File: config.mk
export PLATFORM = sky130hd
export DESIGN_NAME = rf_mul_unit
export DESIGN_NICKNAME = d
export VERILOG_FILES = /design/src/rtl/mcu_pkg.sv /design/src/rtl/shift_add_mul.sv /design/src/rtl/rf_mul_unit.sv
export SDC_FILE = /design/constraint.sdc
export NUM_CORES = 1
export LEC_CHECK = 0
export ABC_AREA = 1
export BUFFER_PORTS_ARGS = -buffer_cell sky130_fd_sc_hd__buf_4
export CELL_PAD_IN_SITES_DETAIL_PLACEMENT = 1
export CELL_PAD_IN_SITES_GLOBAL_PLACEMENT = 1
export CORE_ASPECT_RATIO = 1.1
export CORE_UTILIZATION = 41
export DETAILED_ROUTE_END_ITERATION = 8
export PLACE_DENSITY = 0.79
export SYNTH_ARGS = -nofsm -noshare
export SYNTH_HDL_FRONTEND = slang
export SYNTH_SLANG_ARGS = --single-unit
File: constraint.sdc
create_clock -name CLK -period 3.15 [get_ports CLK]
set_clock_uncertainty 0.2 [all_clocks]
set_input_delay 0.315 -clock CLK [delete_from_list [all_inputs] [get_ports CLK]]
set_output_delay 0.315 -clock CLK [all_outputs]
set_load 0.03 [all_outputs]
File: src/rtl/mcu_pkg.sv
// Shared types and default widths for the register-file multiply unit.
package mcu_pkg;

    localparam int DEF_ADDR_SIZE = 5;
    localparam int DEF_DATA_SIZE = 8;

    typedef enum logic [2:0] {
        IDLE  = 3'd0,
        LOAD  = 3'd1,
        MUL   = 3'd2,
        WR_LO = 3'd3,
        WR_HI = 3'd4
    } mul_state_t;

endpackage

File: src/rtl/shift_add_mul.sv
// Iterative unsigned shift-add datapath: one partial product per step.
// The multiplicand is kept pre-shifted in a double-width register, so each
// step only needs an add and two shifts instead of a variable shifter.
module shift_add_mul
    import mcu_pkg::*;
#(
    parameter int DATA_SIZE = DEF_DATA_SIZE
) (
    input  logic                   CLK,
    input  logic                   RST,
    input  logic                   load,
    input  logic                   step,
    input  logic [DATA_SIZE-1:0]   mcand,
    input  logic [DATA_SIZE-1:0]   mplier,
    output logic                   last,
    output logic [2*DATA_SIZE-1:0] product
);

    localparam int CW = $clog2(DATA_SIZE) + 1;
    localparam logic [CW-1:0] LAST_CNT = CW'(DATA_SIZE - 1);

    logic [2*DATA_SIZE-1:0] acc_reg;
    logic [2*DATA_SIZE-1:0] mcand_reg;
    logic [DATA_SIZE-1:0]   mplier_reg;
    logic [CW-1:0]          cnt_reg;
    logic [2*DATA_SIZE-1:0] addend;

    // Partial product: the shifted multiplicand gated by the current multiplier LSB.
    for (genvar gi = 0; gi < 2*DATA_SIZE; gi++) begin : g_addend
        assign addend[gi] = mcand_reg[gi] & mplier_reg[0];
    end

    // The step in progress is the final one when the counter reaches DATA_SIZE-1.
    assign last    = (cnt_reg == LAST_CNT);
    assign product = acc_reg;

    // Load operands and clear state, or accumulate one bit of the product per step.
    always_ff @(posedge CLK) begin
        if (RST) begin
            acc_reg    <= '0;
            mcand_reg  <= '0;
            mplier_reg <= '0;
            cnt_reg    <= '0;
        end else if (load) begin
            acc_reg    <= '0;
            mcand_reg  <= {{DATA_SIZE{1'b0}}, mcand};
            mplier_reg <= mplier;
            cnt_reg    <= '0;
        end else if (step) begin
            acc_reg    <= acc_reg + addend;
            mcand_reg  <= mcand_reg << 1;
            mplier_reg <= mplier_reg >> 1;
            cnt_reg    <= cnt_reg + CW'(1);
        end
    end

endmodule

File: src/rtl/rf_mul_unit.sv
// Multiplier that borrows the register file ports: reads RD and RS, multiplies
// them over DATA_SIZE cycles, then writes the low half to RD and the high half
// to RD+1 (wrapping at the top of the register file).
module rf_mul_unit
    import mcu_pkg::*;
#(
    parameter int ADDR_SIZE = DEF_ADDR_SIZE,
    parameter int DATA_SIZE = DEF_DATA_SIZE
) (
    input  logic                 CLK,
    input  logic                 RST,
    input  logic                 START,
    input  logic [ADDR_SIZE-1:0] RD,
    input  logic [ADDR_SIZE-1:0] RS,
    input  logic [DATA_SIZE-1:0] RF_DX,
    input  logic [DATA_SIZE-1:0] RF_DY,
    output logic [ADDR_SIZE-1:0] RF_ADRX,
    output logic [ADDR_SIZE-1:0] RF_ADRY,
    output logic [DATA_SIZE-1:0] RF_DIN,
    output logic                 RF_WE,
    output logic                 BUSY,
    output logic                 DONE,
    output logic                 C,
    output logic                 Z
);

    mul_state_t             state_reg;
    logic [ADDR_SIZE-1:0]   rd_q_reg;
    logic [ADDR_SIZE-1:0]   rs_q_reg;
    logic                   busy_reg;
    logic                   done_reg;
    logic                   c_reg;
    logic                   z_reg;
    logic                   mul_last;
    logic [2*DATA_SIZE-1:0] mul_product;

    shift_add_mul #(
        .DATA_SIZE (DATA_SIZE)
    ) u_mul (
        .CLK     (CLK),
        .RST     (RST),
        .load    (state_reg == LOAD),
        .step    (state_reg == MUL),
        .mcand   (RF_DX),
        .mplier  (RF_DY),
        .last    (mul_last),
        .product (mul_product)
    );

    // Control FSM with registered BUSY/DONE and result flags.
    always_ff @(posedge CLK) begin
        if (RST) begin
            state_reg <= IDLE;
            rd_q_reg  <= '0;
            rs_q_reg  <= '0;
            busy_reg  <= 1'b0;
            done_reg  <= 1'b0;
            c_reg     <= 1'b0;
            z_reg     <= 1'b0;
        end else begin
            case (state_reg)
                IDLE: begin
                    if (START) begin
                        rd_q_reg  <= RD;
                        rs_q_reg  <= RS;
                        busy_reg  <= 1'b1;
                        state_reg <= LOAD;
                    end
                end
                LOAD: state_reg <= MUL;
                MUL: begin
                    if (mul_last) begin
                        state_reg <= WR_LO;
                    end
                end
                WR_LO: begin
                    done_reg  <= 1'b1;
                    state_reg <= WR_HI;
                end
                WR_HI: begin
                    busy_reg  <= 1'b0;
                    done_reg  <= 1'b0;
                    c_reg     <= |mul_product[2*DATA_SIZE-1:DATA_SIZE];
                    z_reg     <= (mul_product == '0);
                    state_reg <= IDLE;
                end
                default: begin
                    busy_reg  <= 1'b0;
                    done_reg  <= 1'b0;
                    state_reg <= IDLE;
                end
            endcase
        end
    end

    // Register file port decode from the registered state. The write enable is
    // also masked by RST so that a reset landing on a write cycle blocks that
    // write instead of letting it commit on the same edge.
    always_comb begin
        RF_ADRX = '0;
        RF_ADRY = '0;
        RF_DIN  = '0;
        RF_WE   = 1'b0;
        case (state_reg)
            LOAD: begin
                RF_ADRX = rd_q_reg;
                RF_ADRY = rs_q_reg;
            end
            WR_LO: begin
                RF_ADRX = rd_q_reg;
                RF_DIN  = mul_product[DATA_SIZE-1:0];
                RF_WE   = ~RST;
            end
            WR_HI: begin
                RF_ADRX = rd_q_reg + ADDR_SIZE'(1);
                RF_DIN  = mul_product[2*DATA_SIZE-1:DATA_SIZE];
                RF_WE   = ~RST;
            end
            default: begin
                RF_ADRX = '0;
            end
        endcase
    end

    assign BUSY = busy_reg;
    assign DONE = done_reg;
    assign C    = c_reg;
    assign Z    = z_reg;

endmodule

==> impl_metrics.yaml <==
placed_design:
  place_congestion: 0.8699
  hpwl_mm: 8.371
  io_buffers: 51
  place_ws_ps: 691.7
synth:
  syn_area_um2: 3622
  synth_top_area_share_pct: 33.71
  yosys_warnings: 0
  syn_inst: 550
  yosys.area.top_type: "dfxtp_1"
  syn_nets: 597
  ys_ff_latch: 61
  yosysSeqAreaShare_pct: 33.71
  synth_cell_type_count: 32
  syn_avg_cell_area_um2: 6.586
  synthTopCellsByArea: "dfxtp_1, nand2_1, inv_1"
sta:
  slew_headroom_pct: 57.19
  holdWs_ps: 38.68
  setup_tns_ps: 0
  hold_viol: 0
  period_needed_ps: 2481
  period_share_pct: 78.75
  max_freq_mhz: 403.1
  worstMarginPinSlew_ps: 641.2
  finalSetupViolCount: 0
  worst_slack_ps: 669.3
  rsz0062_at_grt: "no"
  slew_viol_final: 0
worst_setup_path:
  worstPathMaxFanout: 17
  cp-start-kind: "flop"
  cpPeakStageDelay_ps: 480
  slowest_stage: "dfxtp_1"
  path_cells: "nand2_1 > inv_1 > ha_1 > fa_1 > nand2_1 > nand2_1 > nand3b_1 > nand2_1 > nand2_1 > nand2_1 > nand2_1 > nand3_1 > nand2_1 > inv_1"
  critPathMostFrequentCell: "nand2_1"
  path_class: "reg2reg"
  arrival_ps: 2520
  cp_top_family: "simple AND/OR/NAND/NOR gates"
  cp-end-kind: "flop"
  required_ps: 3190
  timing.critical_path.buf_inv: 2
global_route:
  grt_pass1_wl_mm: 18.29
  grtUsageTotal_pct: 25.51
  overflow: 0
  antenna_found_initial: 0
  grt_pass1_vias: 3897
  grt_max_degree: 36
routing:
  wl_per_cell_um: 15.61
  firstDrtPassIters: 4
  ant_nets: 0
  viasPerCell: 5.289
  wirelength_mm: 11.03
  drc: 0
  drtIter0Drc: 111
  vias: 3739
floorplanning:
  initial_core_util_pct: 42.64
  die_w_um: 91.62
  fp-row-count: 35
  coreArea_um2: 8496
  io-pin-count: 52
  die_h_um: 100.6
  fp.dieArea_um2: 9215
clock_tree:
  cts.htree.levels: 3
  ctsResizeCount: 0
  cts_setup_buffers: 0
  hold_buffers: 0
  cts_tree: "yes"
  clk_pin_slew_ps: 70
  cts.path.max_buffers: 2
  numCtsBuffers: 9
  clockRootBuffer: "clkbuf_8"
  cts.sink_count: 61
  insertion_delay_ps: 340
layout:
  diodes: 0
  area_growth_pct: 17.51
  nFillCells: 1179
  drive_gt1_share_pct: 13.26
  final_nets: 638
power_and_ir_drop:
  total_leakage_power_nw: 2.127
  ir_drop_mv: 0.3419
  power_density_nw_per_um2: 546.0
flow_run:
  max-cap-violations: 0
run_status:
  outcome: "completed"
min_path:
  hold_class: "in2reg"
==> worst reg2reg max path, delay by kind of cell (launching register included) <==
family	cells	cell delay, ps
fa+ha+maj	2	590
flops	1	480
buf+inv	2	90
simple gates	10	1010
==> final timing paths <==
path                                                  startpoint                             end  slack, ps  cells after the start
worst min-delay path                                         RST                  Z$_SDFFE_PP0P_         40                      2
worst max-delay path            u_mul.mplier_reg[0]$_SDFFE_PP0N_  u_mul.product[14]$_SDFFE_PP0P_        670                     14
worst max register to register  u_mul.mplier_reg[0]$_SDFFE_PP0N_  u_mul.product[14]$_SDFFE_PP0P_        670                     14
worst min register to register          rs_q_reg[2]$_SDFFE_PP0P_        rs_q_reg[2]$_SDFFE_PP0P_        260                      2
==> where the power goes <==
| group | total [mW] | internal, mW | switching (mW) |
|---|---|---|---|
| combinational | 0.604 | 0.205 | 0.399 |
| clock | 0.749 | 0.430 | 0.319 |
| sequential | 0.971 | 0.875 | 0.0958 |
| total | 2.32 | 1.51 | 0.815 |
==> metal layers <==
metal	GRT usage (%)	up-vias	routed length, um
li1	-	1854	-
met5	0	-	0
met1	28.46	1794	4734
met4	11.23	0	321
met3	3.922	23	349
met2	47.83	68	5628
==> cells in the mapped netlist <==
master and n:
o22ai_1 8, nand2_1 137, buf_1 2, or2_0 1
nand3_1 29, fa_1 1, nor2_4 2, nor4_1 2
inv_1 114, inv_2 4, a21oi_1 49, xnor2_1 2
a211oi_1 3, a31oi_1 12, o21ai_0 20, clkbuf_1 8
nor2_1 26, nand3b_1 2, o32ai_1 1, nand4_1 5
buf_2 10, o211ai_1 2, nand2_4 4, dfxtp_1 61
buf_6 1, o31ai_1 1, or2_2 3, nor3_1 6
ha_1 17, xor2_1 3, and2_1 1, o221ai_1 13
==> cells in the final DEF (no fill, tap or decap) <==
| cell type | instances |
|---|---|
| nand3b_1 | 2 |
| nand4_1 | 5 |
| o211ai_1 | 2 |
| a31oi_1 | 12 |
| nor2_1 | 26 |
| nand2_4 | 4 |
| clkinv_2 | 1 |
| o31ai_1 | 1 |
| clkbuf_1 | 1 |
| clkbuf_8 | 12 |
| bufinv_16 | 1 |
| nor4_1 | 2 |
| ha_1 | 17 |
| inv_1 | 114 |
| fa_1 | 1 |
| nand2_1 | 137 |
| o221ai_1 | 13 |
| or2_2 | 3 |
| o22ai_1 | 8 |
| or2_0 | 1 |
| xor2_1 | 3 |
| dfxtp_1 | 61 |
| clkinvlp_4 | 1 |
| a211oi_1 | 3 |
| inv_2 | 4 |
| nor2_4 | 2 |
| a21oi_1 | 49 |
| o32ai_1 | 1 |
| nand3_1 | 29 |
| xnor2_1 | 2 |
| nor3_1 | 6 |
| o21ai_0 | 20 |
| and2_1 | 1 |
| buf_4 | 51 |
==> final cells by class <==
| cell class | count | area [um^2] | share of cell area, % |
|---|---|---|---|
| multi-input cells | 350 | 1859 | 43.68 |
| clock buffers | 13 | 168.9 | 3.968 |
| clock inverters | 3 | 42.54 | 0.9994 |
| repair buffers | 51 | 382.9 | 8.995 |
| well taps | 111 | 138.9 | 3.263 |
| flip-flops and latches | 61 | 1221 | 28.69 |
| inverters | 118 | 442.9 | 10.41 |
==> logic make-up after synthesis <==
kind of cell,Yosys count,share of synthesized area [%]
buffers and inverters,139,14.96
AO/OA/AOI/OAI,109,17.62
AND/OR/NAND/NOR,218,26.08
flip-flops,61,33.71
adder cells (fa/ha/maj),18,6.425
XOR/XNOR,5,1.209
==> stage by stage <==
stage          area (um^2)  instances  util (%)  power (mW)
2_1_floorplan         3622        550         -       1.410
3_3_place_gp          4045        691     47.61       1.564
3_5_place_dp          4045        691     47.61       1.594
4_1_cts               4257        707     50.10       2.341
5_1_grt               4257        707     50.10       2.458
6_report              4257        707     50.10       2.324
No activity file was read; power rests on OpenSTA's default activity.
